<file path="config.mk">
export PLATFORM = sky130hd
export DESIGN_NAME = interrupt_ack_control
export DESIGN_NICKNAME = d
export VERILOG_FILES = /design/src/rtl/interrupt_ack_control.sv
export SDC_FILE = /design/constraint.sdc
export NUM_CORES = 1
export LEC_CHECK = 0
export CAP_MARGIN = 15
export CORE_UTILIZATION = 40
export DETAILED_ROUTE_END_ITERATION = 10
export HOLD_SLACK_MARGIN = 0.06
export PLACE_DENSITY = 0.66
export SLEW_MARGIN = 25
export SYNTH_ARGS = -nofsm -noshare
export SYNTH_HDL_FRONTEND = slang
export SYNTH_SLANG_ARGS = --single-unit
</file>
<file path="constraint.sdc">
create_clock -name clk -period 7.7 [get_ports clk]
set_clock_uncertainty 0.2 [all_clocks]
set_input_delay 2.31 -clock clk [delete_from_list [all_inputs] [get_ports clk]]
set_output_delay 2.31 -clock clk [all_outputs]
set_load 0.05 [all_outputs]
</file>
<file path="src/rtl/interrupt_ack_control.sv">
// Request-side controller of an 8259-style PIC: resolves pending unmasked
// requests against the in-service level, raises INT, runs the two-pulse INTA
// handshake, drives the vector byte and decodes OCW2 into EOI/rotation.
module interrupt_ack_control (
   input  logic       clk,
   input  logic       rst,
   input  logic [7:0] interrupt_request,
   input  logic [7:0] interrupt_mask,
   input  logic [7:0] highest_level_in_service,
   input  logic       inta_n,
   input  logic       ocw2_wr,
   input  logic [7:0] ocw2,
   input  logic [4:0] vector_base,
   input  logic       auto_eoi,
   output logic       int_out,
   output logic [7:0] interrupt,
   output logic [7:0] clear_irr,
   output logic [7:0] end_of_interrupt,
   output logic [2:0] priority_rotate,
   output logic [7:0] data_out,
   output logic       data_out_en
);

   typedef enum logic [1:0] {IDLE, ACK1, ACK2} state_t;

   state_t     state;
   logic       inta_prev;
   logic       aeoi_rotate;
   logic [2:0] level_q;
   logic       spurious_q;

   logic [7:0] eligible;
   logic [2:0] base;
   logic       winner_found;
   logic [2:0] winner_level;
   logic       isr_found;
   logic [2:0] isr_level;
   logic       grant;
   logic       inta_fall;
   logic       inta_rise;

   logic [7:0] ocw_eoi;
   logic       ocw_rot_load;
   logic [2:0] ocw_rot_val;
   logic       ocw_aeoi_set;
   logic       ocw_aeoi_clr;
   logic [7:0] aeoi_eoi;
   logic       aeoi_rot_load;

   // Bits 4:3 of OCW2 only select OCW2 vs OCW3 upstream; not needed here.
   logic       ocw2_unused;
   assign ocw2_unused = ^ocw2[4:3];

   assign eligible  = interrupt_request & ~interrupt_mask;
   assign base      = priority_rotate + 3'd1;
   assign inta_fall = inta_prev & ~inta_n;
   assign inta_rise = ~inta_prev & inta_n;

   // Rotating priority search over requests and in-service bits; the lowest
   // rank (distance from the highest-priority level) wins.
   always_comb begin
      // NOTE: every combinational output gets a default first so no path leaves it unassigned (no latch).
      winner_found = 1'b0;
      winner_level = 3'd0;
      isr_found    = 1'b0;
      isr_level    = 3'd0;
      for (int i = 7; i >= 0; i--) begin
         if (eligible[base + 3'(i)]) begin
            winner_found = 1'b1;
            winner_level = base + 3'(i);
         end
         if (highest_level_in_service[base + 3'(i)]) begin
            isr_found = 1'b1;
            isr_level = base + 3'(i);
         end
      end
      grant = winner_found &&
              (!isr_found || ((winner_level - base) < (isr_level - base)));
   end

   // OCW2 command decode: EOI mask, rotation load and AEOI-rotate control.
   always_comb begin
      ocw_eoi      = 8'h00;
      ocw_rot_load = 1'b0;
      ocw_rot_val  = ocw2[2:0];
      ocw_aeoi_set = 1'b0;
      ocw_aeoi_clr = 1'b0;
      if (ocw2_wr) begin
         case (ocw2[7:5])
            3'b001: ocw_eoi = highest_level_in_service;
            3'b011: ocw_eoi = 8'h01 << ocw2[2:0];
            3'b101: begin
               ocw_eoi      = highest_level_in_service;
               ocw_rot_load = isr_found;
               ocw_rot_val  = isr_level;
            end
            3'b111: begin
               ocw_eoi      = 8'h01 << ocw2[2:0];
               ocw_rot_load = 1'b1;
            end
            3'b110: ocw_rot_load = 1'b1;
            3'b100: ocw_aeoi_set = 1'b1;
            3'b000: ocw_aeoi_clr = 1'b1;
            default: ;
         endcase
      end
   end

   // Automatic EOI fires on the closing INTA rising edge of a real acknowledge.
   always_comb begin
      aeoi_eoi      = 8'h00;
      aeoi_rot_load = 1'b0;
      if (state == ACK2 && inta_rise && auto_eoi && !spurious_q) begin
         aeoi_eoi      = 8'h01 << level_q;
         aeoi_rot_load = aeoi_rotate;
      end
   end

   // Acknowledge FSM plus all registered outputs and rotation state.
   always_ff @(posedge clk or negedge rst) begin
      if (!rst) begin
         state            <= IDLE;
         inta_prev        <= 1'b1;
         aeoi_rotate      <= 1'b0;
         level_q          <= 3'd0;
         spurious_q       <= 1'b0;
         int_out          <= 1'b0;
         interrupt        <= 8'h00;
         clear_irr        <= 8'h00;
         end_of_interrupt <= 8'h00;
         priority_rotate  <= 3'b111;
         data_out         <= 8'h00;
         data_out_en      <= 1'b0;
      end else begin
         // NOTE: non-blocking assignments keep every register sampling pre-edge values, whatever the statement order.
         inta_prev        <= inta_n;
         interrupt        <= 8'h00;
         clear_irr        <= 8'h00;
         end_of_interrupt <= ocw_eoi | aeoi_eoi;

         if (ocw_rot_load) begin
            priority_rotate <= ocw_rot_val;
         end else if (aeoi_rot_load) begin
            priority_rotate <= level_q;
         end

         if (ocw_aeoi_set) begin
            aeoi_rotate <= 1'b1;
         end else if (ocw_aeoi_clr) begin
            aeoi_rotate <= 1'b0;
         end

         case (state)
            IDLE: begin
               int_out <= grant;
               if (inta_fall && int_out) begin
                  int_out <= 1'b0;
                  state   <= ACK1;
                  if (grant) begin
                     level_q    <= winner_level;
                     spurious_q <= 1'b0;
                     interrupt  <= 8'h01 << winner_level;
                     clear_irr  <= 8'h01 << winner_level;
                  end else begin
                     level_q    <= 3'd7;
                     spurious_q <= 1'b1;
                  end
               end
            end
            ACK1: begin
               if (inta_fall) begin
                  data_out    <= {vector_base, level_q};
                  data_out_en <= 1'b1;
                  state       <= ACK2;
               end
            end
            ACK2: begin
               if (inta_rise) begin
                  data_out    <= 8'h00;
                  data_out_en <= 1'b0;
                  state       <= IDLE;
               end
            end
            default: state <= IDLE;
         endcase
      end
   end

endmodule
</file>
==> impl_metrics.toml, run 1 <==
[cts]
sinks_on_the_clock_net = 37
cts_buffer_depth = 2
cts_hold_buf = 0
inserted_clock_buffers = 5
clkTransAtPathRegs_ns = 0.07
post-cts-setup-buffers = 0
clock_root_buffer = "clkbuf_8"
ctsHtreeMaxLevel = 2
cts-resized-gates = 0
clk-insertion-delay-late_ns = 0.29
tritoncts_clock_tree = "yes"

[setup_path]
critical_path.n_buffers_inverters = 3
cp_max_fo = 8
criticalPathCategory = "input port to flop"
crit_chain = "clkdlybuf4s50_1 -> nor2b_1 -> mux2i_1 -> mux4_2 -> a2111oi_0 -> o2bb2ai_1 -> a21oi_4 -> inv_2 -> ha_1 -> inv_1 -> fa_1 -> ha_1 -> a21o_1 -> a21oi_1 -> nor2b_1 -> or3b_4 -> a21o_1 -> nor4b_1"
worst-endpoint-arrival_ns = 7.22
critPathRequiredTime_ns = 7.67
cp_top_family = "simple AND/OR/NAND/NOR gates"
depth_of_the_critical_timing_path_with_buffers_and_inverters_included = 18
r2r_slack_ns = 1.53
slowest_delay_ns = 0.58
critical_path_source_type = "input port"
critical_path_end_type = "flop"
timing.critical_path.slowest_stage_cell = "mux4_2"
worst_r2r_path_depth = 17

[logic_synthesis]
synth_warnings = 0
ys_ff_latch = 37
synth_commonest_cells = "nor2_1, dfrtp_1, a21oi_1"
synthesized_area_per_cell_um2 = 8.89
post-synth-top-area-fraction = 0.216
synth-async-reset-ratio = 1.00
synth.most_common_cell = "nor2_1"
count_of_unique_library_cells_instantiated_by_yosys = 66
ys_dominant_reg_cell = "dfrtp_1"
synth_top_area_cell = "dfrtp_1"
post_synth_inst_count = 430
synth_enable_flop_cells = 0
sequential_to_total_area_share_from_yosys_stat = 0.244
synth.top_cells.by_area = "dfrtp_1, mux4_2, mux2i_1"
synth.net_count = 480
synthesis.area_um2 = 3820

[die]
floorplan.io_pins = 79
die_h_um = 99.8
floorplan_core_area_um2 = 9240
initial_core_util = 0.414
row_count = 35
design.die.area_um2 = 9950
die_width_um = 99.8

[drt]
route.final.wire_length_um = 10400
drt_iter0_drc = 204
vias = 3630
drc = 0
post_drt_wl_per_cell_um = 17.0
viasPerCell = 5.93
final_antenna_net_count = 0
drt_pass1_iterations = 4

[pwr]
powerDensity_nw_per_um2 = 519
netSwitchingFraction = 0.528
power.ir.vdd_worst_mv = 0.198
power_frac_comb = 0.815
power_switching_w = 0.00128
pwr-share-clk = 0.057
leakagePower_nw = 1.85
power_frac_seq = 0.128
p_int_w = 0.00115

[global_route]
grt_remaining_overflow = 0
grt_pass1_wl_um = 17600
pin_count_of_the_biggest_net_entering_global_routing = 41
grt_pass1_vias = 3482
grtUsageTotal = 0.220
antenna_violations_before_repair = 0

[place]
place.port_buffers = 76
numPlacedInstances = 605
globalplace.congestion = 0.913
dp.final_hpwl_um = 7790
post_dp_cell_area_um2 = 4590

[timing]
total_count_of_max_transition_violations_in_the_final_report = 0
final.setup.tns_ns = 0
hold_violations = 0
finalSetupViolations = 0
max_slew_margin = 0.463
max_freq_mhz = 138
grt_setup_unrepaired = "false"
worst_slew_pin_slew_ns = 0.806
timing.final.crit_period_ns = 7.25
period_share = 0.942
hold-worst-slack_ns = 0.320

[cells_and_area]
final_nets = 533
stdcell_count = 612
n_fill_cell = 871
diodes = 0
layout.cell_area.non_filler_um2 = 4670
area.growth.synth_to_final_pct = 22.2
layout-drive-gt1-share = 0.114

[hold_path]
hp-class = "flop to flop"
hold_path_depth = 2

[status]
outcome = "completed"

[flow_run]
max_cap_violations = 0
[power groups by stage]
| stage | registers, W | logic [W] | clock network, W |
|---|---|---|---|
| after floorplan | 0.000372 | 0.00149 | 0 |
| after global placement | 0.000311 | 0.00193 | 0 |
| after detailed placement | 0.000313 | 0.00198 | 0 |
| after CTS | 0.000310 | 0.00199 | 0.000139 |
| after global routing | 0.000320 | 0.00221 | 0.000148 |
| final | 0.000311 | 0.00198 | 0.000138 |
[sequential cells by signal (all words and copies together) (netlist names), 2 cells and up]
signal and count:
clear_irr 8, data_out 8, level_q 3, state 2, priority_rotate 3, end_of_interrupt 8
[layer usage]
layer  vias to the layer above  share of wire  global-route usage
li1                       1750              -                   -
met1                      1741           0.45               0.305
met2                       122           0.47               0.354
met3                        17          0.057              0.0330
met4                         0          0.018              0.0667
met5                         -              0                   0
[metrics by stage]
step	worst slack, ns	power [W]	utilization
6_report	0.450	0.00243	0.506
5_1_grt	0.141	0.00268	0.506
4_1_cts	0.455	0.00243	0.506
3_5_place_dp	0.165	0.00230	0.496
3_3_place_gp	0.352	0.00224	0.496
2_1_floorplan	1.21	0.00186	-
[path summary, 6_finish.rpt]
kind,startpoint,to
worst max-delay path,interrupt_request[2],clear_irr[2]$_DFF_PN0_
worst min-delay path,spurious_q$_DFFE_PN0P_,spurious_q$_DFFE_PN0P_
worst max register to register,priority_rotate[0]$_DFFE_PN1P_,clear_irr[2]$_DFF_PN0_
worst min register to register,spurious_q$_DFFE_PN0P_,spurious_q$_DFFE_PN0P_
max in group asynchronous,rst,end_of_interrupt[4]$_DFF_PN0_
min in group asynchronous,rst,clear_irr[7]$_DFF_PN0_
[worst min-delay path, stage by stage, from the launching register on]
cell and delay, ns:
dfrtp_1 0.35, nor2_1 0.05, nor2_1 0.08
[cell families (layout without fill, tap and decap cells)]
logic type	Yosys count	count (layout)	share of synthesized area
compound gates	121	121	0.219
xor+xnor	9	9	0.0278
fa+ha+maj	8	8	0.0301
buf+inv	47	100	0.0619
flops	37	37	0.244
mux	51	51	0.196
simple gates	157	157	0.222
[layout by cell type, fill, tap and decap left out, drive strengths merged, types with 4 or more instances in the layout]
cell,netlist,layout
nor2b,15,15
nor3b,7,7
a31oi,5,5
nor3,8,8
nand2b,12,12
nor2,39,39
a21oi,32,32
nand3,14,14
o21ai,10,10
clkbuf,16,7
a211oi,13,13
o31ai,4,4
nor4b,4,4
o22ai,15,15
mux4,18,18
nand4,4,4
clkdlybuf4s50,0,75
buf,19,6
ha,6,6
dfrtp,33,33
a21o,7,7
nor4,4,4
and2,8,8
dfstp,4,4
mux2,8,8
or3b,4,4
inv,12,12
nand2,26,26
nand3b,4,4
a221o,4,4
xnor2,4,4
mux2i,25,25
[area by class of cell]
class	instances	area, um2	area share
Timing Repair Buffer	81	793	0.170
Inverter	12	45.0	0.00964
Tap cell	129	161	0.0345
Clock buffer	7	86.3	0.0185
Sequential cell	37	931	0.199
Multi-Input combinational cell	346	2660	0.568
No activity file was read; power rests on OpenSTA's default activity.
==> run 2, diff against run 1 <==
--- a/config.mk
+++ b/config.mk
@@ -8,7 +8,6 @@
 export CAP_MARGIN = 15
 export CORE_UTILIZATION = 40
 export DETAILED_ROUTE_END_ITERATION = 10
-export HOLD_SLACK_MARGIN = 0.06
 export PLACE_DENSITY = 0.66
 export SLEW_MARGIN = 25
 export SYNTH_ARGS = -nofsm -noshare
==> results of run 2 <==
Same layout as run 1: the final DEF is identical, and so are final timing and power.
